File: config.mk
export PLATFORM = sky130hd
export DESIGN_NAME = stl_packet_engine
export DESIGN_NICKNAME = d
export VERILOG_FILES = /design/src/rtl/stl_packet_engine.sv
export SDC_FILE = /design/constraint.sdc
export NUM_CORES = 1
export LEC_CHECK = 0
export CAP_MARGIN = 25
export CORE_MARGIN = 2
export CORE_UTILIZATION = 45
export DETAILED_ROUTE_END_ITERATION = 7
export GPL_TIMING_DRIVEN = 1
export PLACE_DENSITY = 0.64
export SLEW_MARGIN = 15
export SYNTH_ARGS = -nofsm -noshare
export SYNTH_HDL_FRONTEND = slang
export SYNTH_SLANG_ARGS = --single-unit
File: constraint.sdc
create_clock -name clk -period 4.9 [get_ports clk]
set_input_delay 0.98 -clock clk [delete_from_list [all_inputs] [get_ports clk]]
set_output_delay 0.98 -clock clk [all_outputs]
set_load 0.01 [all_outputs]
File: src/rtl/stl_packet_engine.sv
// Byte<->packet engine between the UART byte stream and the STL request/response bridges.
// RX: collects PACKET_BYTES bytes, steers the packet to one channel, resyncs on idle timeout.
// TX: buffers RESP_DEPTH response packets and serializes them back as bytes.
module stl_packet_engine #(
    parameter int unsigned PACKET_BYTES   = 16,
    parameter int unsigned NUM_CH         = 2,
    parameter int unsigned CH_BIT_LSB     = 0,
    parameter int unsigned RESP_DEPTH     = 4,
    parameter int unsigned TIMEOUT_CYCLES = 100000,
    parameter int unsigned CNT_W          = 8
) (
    input  logic                      clk,
    input  logic                      reset,
    input  logic                      data_valid,
    output logic                      data_ready,
    input  logic [7:0]                data_in,
    output logic                      response_valid,
    input  logic                      response_ready,
    output logic [7:0]                response_data,
    output logic [NUM_CH-1:0]         pkt_valid,
    input  logic [NUM_CH-1:0]         pkt_ready,
    output logic [8*PACKET_BYTES-1:0] pkt_data,
    input  logic                      rsp_pkt_valid,
    output logic                      rsp_pkt_ready,
    input  logic [8*PACKET_BYTES-1:0] rsp_pkt_data,
    output logic                      timeout_pulse,
    output logic [CNT_W-1:0]          drop_count,
    output logic [1:0]                debug_state
);

    localparam int unsigned CH_W  = (NUM_CH > 1) ? $clog2(NUM_CH) : 1;
    localparam int unsigned PKT_W = 8 * PACKET_BYTES;
    localparam int unsigned BC_W  = $clog2(PACKET_BYTES);
    localparam int unsigned TO_W  = (TIMEOUT_CYCLES > 1) ? $clog2(TIMEOUT_CYCLES) : 1;
    localparam int unsigned PTR_W = (RESP_DEPTH > 1) ? $clog2(RESP_DEPTH) : 1;
    localparam int unsigned OCC_W = $clog2(RESP_DEPTH + 1);

    typedef enum logic {COLLECT, DISPATCH} rx_state_t;

    rx_state_t          state_q, state_d;
    logic [BC_W-1:0]    byte_cnt_q, byte_cnt_d;
    logic [PKT_W-1:0]   pkt_d;
    logic [TO_W-1:0]    idle_q, idle_d;
    logic [CH_W-1:0]    ch_q, ch_d, ch_sel;
    logic [NUM_CH-1:0]  pkt_valid_d;
    logic               data_ready_d, timeout_d, drop_inc, accept;
    logic [CNT_W-1:0]   drop_count_d;

    // RX next-state: byte assembly, channel steering, idle timeout and drop accounting
    always_comb begin
        state_d      = state_q;
        byte_cnt_d   = byte_cnt_q;
        pkt_d        = pkt_data;
        idle_d       = '0;
        ch_d         = ch_q;
        ch_sel       = '0;
        timeout_d    = 1'b0;
        drop_inc     = 1'b0;
        accept       = data_valid && data_ready && (state_q == COLLECT);
        pkt_valid_d  = '0;
        case (state_q)
            COLLECT: begin
                if (accept) begin
                    for (int unsigned k = 0; k < PACKET_BYTES; k++) begin
                        if (byte_cnt_q == BC_W'(k)) pkt_d[8*k +: 8] = data_in;
                    end
                    ch_sel = pkt_d[CH_BIT_LSB +: CH_W];
                    if (byte_cnt_q == BC_W'(PACKET_BYTES - 1)) begin
                        byte_cnt_d = '0;
                        if (32'(ch_sel) < NUM_CH) begin
                            state_d = DISPATCH;
                            ch_d    = ch_sel;
                        end else begin
                            drop_inc = 1'b1;
                        end
                    end else begin
                        byte_cnt_d = byte_cnt_q + BC_W'(1);
                    end
                end else if ((TIMEOUT_CYCLES != 0) && (byte_cnt_q != '0)) begin
                    if (idle_q == TO_W'(TIMEOUT_CYCLES - 1)) begin
                        byte_cnt_d = '0;
                        timeout_d  = 1'b1;
                        drop_inc   = 1'b1;
                    end else begin
                        idle_d = idle_q + TO_W'(1);
                    end
                end
            end
            DISPATCH: begin
                if (|(pkt_valid & pkt_ready)) state_d = COLLECT;
            end
            default: state_d = COLLECT;
        endcase
        if (state_d == DISPATCH) begin
            for (int unsigned k = 0; k < NUM_CH; k++) pkt_valid_d[k] = (ch_d == CH_W'(k));
        end
        data_ready_d = (state_d == COLLECT);
        drop_count_d = (drop_inc && (drop_count != '1)) ? drop_count + CNT_W'(1) : drop_count;
    end

    // RX state and output registers
    always_ff @(posedge clk) begin
        if (reset) begin
            state_q       <= COLLECT;
            byte_cnt_q    <= '0;
            pkt_data      <= '0;
            idle_q        <= '0;
            ch_q          <= '0;
            pkt_valid     <= '0;
            data_ready    <= 1'b0;
            timeout_pulse <= 1'b0;
            drop_count    <= '0;
        end else begin
            state_q       <= state_d;
            byte_cnt_q    <= byte_cnt_d;
            pkt_data      <= pkt_d;
            idle_q        <= idle_d;
            ch_q          <= ch_d;
            pkt_valid     <= pkt_valid_d;
            data_ready    <= data_ready_d;
            timeout_pulse <= timeout_d;
            drop_count    <= drop_count_d;
        end
    end

    logic [PKT_W-1:0] mem [RESP_DEPTH];
    logic [PTR_W-1:0] rd_ptr_q, rd_ptr_d, wr_ptr_q, wr_ptr_d;
    logic [OCC_W-1:0] occ_q, occ_d;
    logic [BC_W-1:0]  tx_idx_q, tx_idx_d;
    logic             push, pop, byte_hs;
    logic [PKT_W-1:0] head;

    function automatic logic [PTR_W-1:0] ptr_inc(input logic [PTR_W-1:0] p);
        return (p == PTR_W'(RESP_DEPTH - 1)) ? '0 : p + PTR_W'(1);
    endfunction

    // TX next-state: FIFO occupancy/pointers and byte index; head held until its last byte
    always_comb begin
        push     = rsp_pkt_valid && rsp_pkt_ready;
        byte_hs  = response_valid && response_ready;
        pop      = byte_hs && (tx_idx_q == BC_W'(PACKET_BYTES - 1));
        tx_idx_d = tx_idx_q;
        rd_ptr_d = rd_ptr_q;
        wr_ptr_d = wr_ptr_q;
        occ_d    = occ_q;
        if (byte_hs) tx_idx_d = pop ? '0 : tx_idx_q + BC_W'(1);
        if (push) wr_ptr_d = ptr_inc(wr_ptr_q);
        if (pop)  rd_ptr_d = ptr_inc(rd_ptr_q);
        if (push && !pop)      occ_d = occ_q + OCC_W'(1);
        else if (pop && !push) occ_d = occ_q - OCC_W'(1);
    end

    // TX control registers; valid/ready reflect the occupancy after this cycle's push/pop
    always_ff @(posedge clk) begin
        if (reset) begin
            rd_ptr_q       <= '0;
            wr_ptr_q       <= '0;
            occ_q          <= '0;
            tx_idx_q       <= '0;
            response_valid <= 1'b0;
            rsp_pkt_ready  <= 1'b0;
        end else begin
            rd_ptr_q       <= rd_ptr_d;
            wr_ptr_q       <= wr_ptr_d;
            occ_q          <= occ_d;
            tx_idx_q       <= tx_idx_d;
            response_valid <= (occ_d != '0);
            rsp_pkt_ready  <= (occ_d != OCC_W'(RESP_DEPTH));
        end
    end

    // Response packet storage
    always_ff @(posedge clk) begin
        if (push) mem[wr_ptr_q] <= rsp_pkt_data;
    end

    assign head = mem[rd_ptr_q];

    // Serializer byte select, forced to zero while nothing is queued
    always_comb begin
        response_data = '0;
        for (int unsigned k = 0; k < PACKET_BYTES; k++) begin
            if (response_valid && (tx_idx_q == BC_W'(k))) response_data = head[8*k +: 8];
        end
    end

    assign debug_state = {response_valid, state_q == DISPATCH};

endmodule

==> results.ini, run 1 <==
[status]
status=completed

[finish]
drive_gt1_share_pct=13.5
n_antenna_cell=0
finalNetCount=2180
syn_to_final_growth_pct=23.0

[placement]
globalplace.congestion=0.815
dp_slack_ps=662
numPortBuffers=294
dpl.hpwl_mm=44.0

[synthesis]
synthTopCellsByArea=edfxtp_1, dfxtp_1, mux4_2, a21oi_1, nand3_1
yosysSeqAreaShare_pct=70.2
async_flop_share_pct=0
syn_inst=1728
syn_area_sq_um=27000
synth.net_count=1888
synthTopCellsByCount=edfxtp_1, dfxtp_1, nand2_1
yosysWarningCount=0
yosysTopAreaCellShare_pct=57.0
synth_enable_flop_cells=512
postSynthAreaPerCell_sq_um=15.6
synth_ff_type=edfxtp_1
synth_cell_types=66
synth_top_cell_by_area=edfxtp_1
synth_most_common_cell=edfxtp_1
ys_ff_latch=690

[hold_path]
hp-start=pkt_data[41]
hold_path_depth=2
min_delay_worst_endpoint=pkt_data[41]
hp-class=flip-flop to flip-flop

[grt]
grt_pass1_vias=16300
grt_start_max_net_pins=70
overflow=0
grt_pass1_wl_mm=101
grt_use_total_pct=21.4
antenna_found_initial=1

[timing]
setup_tns_ps=0
fin_crit_sh_pct=96.7
finalSetupViolCount=0
clock_skew_ps=23.1
hold_viol_final=0
rsz0062_at_grt=no
timing.fmax_mhz=211
worst_pin_slew_ps=988
drv_slew=0
fin_crit_ps=4740
fin_ws_ps=160
maxSlewHeadroom_pct=33.9

[critical_path]
arrival_ps=3760
cp_data_required_time_ps=3920
worst-path-buf-inv=2
critPathMaxFanout=10
worst_setup_path_start_kind=flip-flop
critPathMaxStageDelay_ps=570
r2r_slack_ps=2130
cp_slowest_cell=clkdlybuf4s50_1
path_delay_family=simple AND/OR/NAND/NOR gates
path_depth=8
crit_type=flip-flop to primary output
r2r_cells=8
end_kind=primary output
timing.rr.end=drop_count[5]
r2r-start=byte_cnt_q[0]
path_cells=inv_1 -> ha_1 -> nand3b_1 -> and2b_1 -> a221oi_1 -> a21oi_1 -> o31a_1 -> clkdlybuf4s50_1

[die]
fp.dieArea_sq_um=61900
start_util_pct=45.6
boundaryPins=295
die_height_microns=249
die_x_microns=249
core_sq_um=59100
row_count=89

[detailed_routing]
routed_via_density=5.71
routed_wl_mm=66.5
post_drt_wl_per_cell_microns=23.4
first_pass_iters=5
ant_nets=0
vias=16300
drcViolationCount=0
dr.first_iter.drc_count=1128

[cts]
clkTransAtPathRegs_ps=60
htreeDepth=3
clk_latency_ps=610
ctsHoldBuffers=0
cts_tree=done
numCtsBuffers=73
clockBufferDepth=3
cts_sinks=690
cts_root_buf=clkbuf_16

[pwr]
power_leakage_nw=10.5
swShare_pct=21.1
power.internal_mw=9.82
comb_power_share_pct=4.6
power.density_nw_per_um2=375
p_seq_share_pct=51.5
p_clk_share_pct=43.9
p_sw_mw=2.63
peakVddDrop_mv=0.228

[run]
maxCapViolations=0

[flip-flops by register name, summed over array words and instances, names as in the netlist, named ones only]
register / count
drop_count: 8
pkt_data: 128
pkt_valid: 2
occ_q: 3
rsp_pkt_ready: 1
idle_q: 17
tx_idx_q: 4
ch_q: 1
timeout_pulse: 1
byte_cnt_q: 4
wr_ptr_q: 2
state_q: 1
mem: 512
data_ready: 1
rd_ptr_q: 2
response_valid: 1
[cell families after synthesis]
logic type,Yosys count,synth area share (%)
and+or+nand+nor,441,7.91
AOI/OAI and AO/OA,276,6.37
adders and majority gates,18,0.826
xor gates and xnor gates,22,0.715
buffers and inverters,138,2.44
DFF,690,70.2
muxes,143,11.5
[worst register-to-register path: stages (launching register included)]
cell	delay, ps
dfxtp_1	430
inv_1	110
ha_1	200
buf_4	230
nor3b_2	260
nor2_1	210
nand4_1	450
or4_1	640
a21oi_1	160
[stage by stage]
stage          cell area, sq um  total power [mW]  util (%)  cells  hold WS [ps]
2_1_floorplan             27000              6.77         -   1728           441
3_3_place_gp              30800              7.09      52.1   2718           441
3_5_place_dp              30800              7.11      52.1   2718           446
4_1_cts                   33200              12.5      56.1   2848           454
5_1_grt                   33200              12.8      56.1   2848           474
6_report                  33200              12.4      56.1   2848           452
[per-layer routing]
metal  global-route usage [%]  vias up  wire (microns)
li1                         -     7344               -
met1                     28.6     8189           27600
met2                     35.7      613           32900
met3                     3.63      128            4340
met4                     7.55        0            1700
met5                        0        -               0
[cell type report]
cell class / instances / area (sq um)
fillers: 4589 / 26000
flip-flops and latches: 690 / 18900
multi-input cells: 900 / 7430
repair buffers: 337 / 3400
clock buffers: 95 / 1990
well taps: 773 / 967
clock inverters: 35 / 374
inverters: 18 / 67.6
[power groups by stage]
stage	Combinational [mW]	Clock [mW]	Sequential, mW
after floorplan	0.238	0	6.54
after global placement	0.562	0	6.53
after detailed placement	0.572	0	6.53
after CTS	0.577	5.56	6.41
after global routing	0.611	5.79	6.42
final	0.573	5.46	6.41
[worst max-delay path by stage]
stage                              from          endpoint  slack, ps
after global placement      tx_idx_q[3]  response_data[3]        760
after CTS                   tx_idx_q[3]  response_data[3]         70
after detailed placement    tx_idx_q[0]  response_data[3]        660
after floorplan           rsp_pkt_valid         mem[1][0]        420
final                       tx_idx_q[1]  response_data[3]        160
after global routing        tx_idx_q[1]  response_data[3]          5
[what timing repair did]
item / in CTS / in global routing
resized for setup: 2 / 3
setup endpoints to repair: 1 / 1
cloned: 0 / 0
setup buffers: 0 / 0
[cell usage in the layout (no fill, tap or decap), types with 13 or more instances in the layout]
cell type / n
a21o_1: 18
a21oi_1: 150
buf_4: 33
clkbuf_1: 15
clkbuf_16: 75
clkdlybuf4s50_1: 293
dfxtp_1: 175
edfxtp_1: 512
ha_1: 17
inv_1: 18
mux2i_1: 15
mux4_1: 19
mux4_2: 109
nand2_1: 152
nand3_1: 144
nor2_1: 59
nor3_1: 13
o21ai_0: 18
xnor2_1: 14
No activity file was read; power rests on OpenSTA's default activity.
==> inputs of run 2 (changes only) <==
- GPL_ROUTABILITY_DRIVEN: unset -> 0
==> results of run 2 <==
Same layout as run 1: the final DEF is identical, and so are final timing and power.
==> inputs of run 3 (changes only) <==
- CAP_MARGIN: 25 -> 5
==> results of run 3 <==
Same layout as run 1: the final DEF is identical, and so are final timing and power.
